===== config.mk =====
export PLATFORM = sky130hd
export DESIGN_NAME = adder_datapath
export DESIGN_NICKNAME = d
export VERILOG_FILES = /design/src/rtl/adder_datapath.sv
export SDC_FILE = /design/constraint.sdc
export NUM_CORES = 1
export LEC_CHECK = 0
export CAP_MARGIN = 15
export CORE_AREA = 5 5 88 49
export DETAILED_ROUTE_END_ITERATION = 10
export DIE_AREA = 0 0 93 54
export GPL_ROUTABILITY_DRIVEN = 1
export PLACE_DENSITY = 0.79
export SLEW_MARGIN = 20
export SYNTH_ARGS = -nofsm -noshare
export SYNTH_HDL_FRONTEND = slang
export SYNTH_SLANG_ARGS = --single-unit

===== constraint.sdc =====
create_clock -name clock -period 2.2 [get_ports clock]
set_input_delay 0.44 -clock clock [delete_from_list [all_inputs] [get_ports clock]]
set_output_delay 0.44 -clock clock [all_outputs]
set_load 0.005 [all_outputs]

===== src/rtl/adder_datapath.sv =====
// Datapath of the adding machine: PC, IR, accumulator, memory address mux and ADD.
// Registers update one clock after their strobe; the address mux and strobes have zero latency.
// No backpressure. The controller strobes are applied every cycle. Optional flags use `ADDER_DP_FLAGS_EN.
module adder_datapath #(
    parameter int OPCODE_W = 3,
    parameter int ADDR_W   = 5,
    parameter int DATA_W   = 8   // must equal OPCODE_W + ADDR_W
) (
    input  logic                clock,
    input  logic                reset,
    input  logic                load_IR,
    input  logic                load_acc,
    input  logic                ld_pc,
    input  logic                clr_pc,
    input  logic                inc_pc,
    input  logic                sel_alu,
    input  logic                ir_on_adr,
    input  logic                pc_on_adr,
    input  logic                mem_read,
    input  logic                mem_write,
    output logic [OPCODE_W-1:0] opcode,
    output logic [ADDR_W-1:0]   mem_addr,
    output logic [DATA_W-1:0]   mem_wdata,
    input  logic [DATA_W-1:0]   mem_rdata,
    output logic                mem_re,
    output logic                mem_we,
    output logic [DATA_W-1:0]   acc_out,
    output logic [ADDR_W-1:0]   pc_out,
    output logic                carry_flag,
    output logic                zero_flag
);

    logic [ADDR_W-1:0] pc_q, pc_d;
    logic [DATA_W-1:0] ir_q, ir_d;
    logic [DATA_W-1:0] acc_q, acc_d;

    // PC next state: clear beats increment, increment beats jump.
    always_comb begin
        pc_d = pc_q;
        if (clr_pc) begin
            pc_d = '0;
        end else if (inc_pc) begin
            pc_d = pc_q + ADDR_W'(1);
        end else if (ld_pc) begin
            pc_d = ir_q[ADDR_W-1:0];
        end
    end

    // IR captures the memory word on an instruction fetch.
    always_comb begin
        ir_d = ir_q;
        if (load_IR) begin
            ir_d = mem_rdata;
        end
    end

`ifdef ADDER_DP_FLAGS_EN
    logic [DATA_W:0] sum_w;
    logic            carry_q, carry_d;
    logic            zero_q, zero_d;

    assign sum_w = {1'b0, acc_q} + {1'b0, mem_rdata};

    // Accumulator and flags: flags only move when the accumulator is written.
    always_comb begin
        acc_d   = acc_q;
        carry_d = carry_q;
        zero_d  = zero_q;
        if (load_acc) begin
            if (sel_alu) begin
                acc_d   = sum_w[DATA_W-1:0];
                carry_d = sum_w[DATA_W];
            end else begin
                acc_d   = mem_rdata;
                carry_d = 1'b0;
            end
            zero_d = (acc_d == '0);
        end
    end

    // Flag registers.
    always_ff @(posedge clock or posedge reset) begin
        if (reset) begin
            carry_q <= 1'b0;
            zero_q  <= 1'b0;
        end else begin
            carry_q <= carry_d;
            zero_q  <= zero_d;
        end
    end

    assign carry_flag = carry_q;
    assign zero_flag  = zero_q;
`else
    // Accumulator: plain load or add; sel_alu alone does nothing.
    always_comb begin
        acc_d = acc_q;
        if (load_acc) begin
            acc_d = sel_alu ? (acc_q + mem_rdata) : mem_rdata;
        end
    end

    assign carry_flag = 1'b0;
    assign zero_flag  = 1'b0;
`endif

    // Architectural registers; every update samples pre-edge values.
    always_ff @(posedge clock or posedge reset) begin
        if (reset) begin
            pc_q  <= '0;
            ir_q  <= '0;
            acc_q <= '0;
        end else begin
            pc_q  <= pc_d;
            ir_q  <= ir_d;
            acc_q <= acc_d;
        end
    end

    // Address mux: PC has priority over the IR address field.
    always_comb begin
        mem_addr = '0;
        if (pc_on_adr) begin
            mem_addr = pc_q;
        end else if (ir_on_adr) begin
            mem_addr = ir_q[ADDR_W-1:0];
        end
    end

    assign opcode    = ir_q[DATA_W-1 -: OPCODE_W];
    assign mem_wdata = acc_q;
    assign mem_re    = mem_read;
    assign mem_we    = mem_write;
    assign acc_out   = acc_q;
    assign pc_out    = pc_q;

endmodule


==> run metrics <==
drt via density roughly 5; CP required 2.34 ns; Core ar. 3600 sq um; share of the synthesized area in the top cell type 36.4%; drt total wl 3380 microns; Top Ports 53; R2R Setup Slk ~0.27 ns; cell accounting for the most synthesized area dfrtp_1; CTS Hold Buffers Added 0; Port Buffers 46; Pleak 0.838 nW; Synth Instances 156; Worst setup EP type flip-flop; crit-path max FO 3; Setup Crit Path Kind in -> reg; most frequent cells in the layout clkdlybuf4s50_1, dfrtp_1, nand2_1, a21oi_1, nor2_1; worst setup path start mem_rdata[2]; CTS Sinks 21; crit-path cells clkdlybuf4s50_1 -> ha_1 -> nor2b_4 -> o31a_1 -> o21a_1 -> o21ai_1 -> or3b_1; power per cell area 715 nW/um^2; Synth Cell Area 1440 sq um; TritonCTS Buffers 3; placed inst area 1900 sq um; fin crit share a little over nine tenths; WL per Instance between 10 and 15 microns; CP max stage delay ~0.44 ns; Worst Path Buf+Inv 1; share of cells above drive strength 1 12.2%; post-DP HPWL about 2700 microns; clock root cell clkbuf_8; Final Hold Viols 0; # H-tree levels 1; Setup Viol. Count Final 0; Routability Congestion between 0.8 and 0.9; Die Y 54 microns; Hold Slack about 0.50 ns; commonest non-fill, non-tap cell in the layout clkdlybuf4s50_1; Final Max Slew Viols 0; Clk Latency, worst-skew pair 0.26 ns; DR vias 1207; Final Skew between 0.004 and 0.005 ns; vias in the first global route about 1200; Die W 93 microns; largest net degree at the start of global routing 22; Post-synth EDFFs 0; sequential-to-total area share from yosys stat 36.4%; first-pass GRT wire length 5880 microns; Distinct cells, synth 34; FF+latch count, synth 21; HP Class in -> async; Max clock buf depth 2; Overflow after GRT 0; Async S/R FF share, synth 100%; CTS tree yes; Avg Cell Area, Syn between 9 and 10 sq um; # nets final 226; die footprint 5020 sq um; cell row count 16; Finished Cell Area 1950 sq um; peak supply drop slightly below 300 uV; Worst path slowest cell clkdlybuf4s50_1; DRC violations left 0; synth top area cells dfrtp_1, buf_4, ha_1, mux2_2, mux2i_1; total negative slack 0 ns; TritonRoute pass-1 iters 4; Top delay family on crit path compound AO/OA/AOI/OAI gates; initial antenna violation count 0; post-route ant nets 0; clock-pin slew on the worst setup and hold paths 0.08 ns; GRT Resource Usage Total 15.2%; Critical Path AT 2.25 ns; reg2reg start acc_out[0]$_DFFE_PP0P_; Max-Cap Viols 0; number of diodes 0; 1st-iter DRT viols 151; fmax around 480 MHz; Critical Path Start Type input pin; top_reg_cell synth dfrtp_1; unrepaired setup endpoints after global routing false; area grow syn2layout 34.9%; Final Critical Period 2.10 ns; Initial Util 40.1%; total of warnings raised by yosys 0; outcome finished clean
synth_stat cells, drive strengths merged, types with 4 or more instances:
cell type  count
a21oi         14
buf           17
clkbuf         4
dfrtp         21
ha             8
inv            6
mux2           8
mux2i          8
nand2         15
nor2          13
nor2b          4
o21a           4
o21ai          8
metrics by stage:
step	worst slack [ns]	cells	power, mW	utilization (%)
2_1_floorplan	0.244	157	0.885	-
3_3_place_gp	-0.304	237	1.14	52.8
3_5_place_dp	-0.344	237	1.15	52.8
4_1_cts	0.0850	241	1.40	54.1
5_1_grt	0.00524	241	1.50	54.1
6_report	0.0983	241	1.39	54.1
path summary, 6_finish.rpt:
check / endpoint / cells past startpoint
max: acc_out[6]$_DFFE_PP0P_ / 7
min: ir_q[0]$_DFFE_PP0P_ / 3
max reg2reg: acc_out[6]$_DFFE_PP0P_ / 8
min reg2reg: ir_q[6]$_DFFE_PP0P_ / 1
max in group asynchronous: acc_out[3]$_DFFE_PP0P_ / 3
min in group clock: ir_q[6]$_DFFE_PP0P_ / 1
final cells by class:
class,count,area [sq um]
multi-input cells,109,767
well taps,45,56.3
inverters,6,22.5
clock buffers,4,45.0
repair buffers,56,532
flip-flops and latches,21,526
fillers,347,1660
logic make-up (layout without fill, tap and decap cells):
family	after synthesis	in the layout	share of synthesized area (%)
buffers and inverters	27	66	11.1
AND/OR/NAND/NOR	38	38	12.4
flip-flops	21	21	36.4
multiplexers	16	16	11.8
XOR/XNOR	4	4	2.43
adder cells (fa/ha/maj)	9	9	8.32
other	1	2	0.260
AO/OA/AOI/OAI	40	40	17.3
worst min-delay path: cells and delay by family:
family   cells  cell delay [ns]
buf+inv      3             0.71
layer usage:
metal  GRT usage (%)  up-vias  share of wire (%)
li1                -      614                  -
met1            21.8      547                 51
met2            22.2       41                 40
met3            4.75        5                8.0
met4            3.89        0               0.92
met5               0        -                  0
timing repair:
item                                    CTS  global route
buffers inserted                          0             0
endpoints found under the setup margin    6             0
gates resized for setup                   5             0
where the power goes:
group | total [mW] | internal, mW | switching (mW)
combinational | 0.628 | 0.379 | 0.249
clock | 0.252 | 0.129 | 0.123
sequential | 0.512 | 0.445 | 0.0670
total | 1.39 | 0.953 | 0.439
registers in the layout, summed over array words and instances (netlist names):
register and cells:
acc_out 8, ir_q 8, pc_out 5
Note: power is estimated with default switching activity, not from simulation.
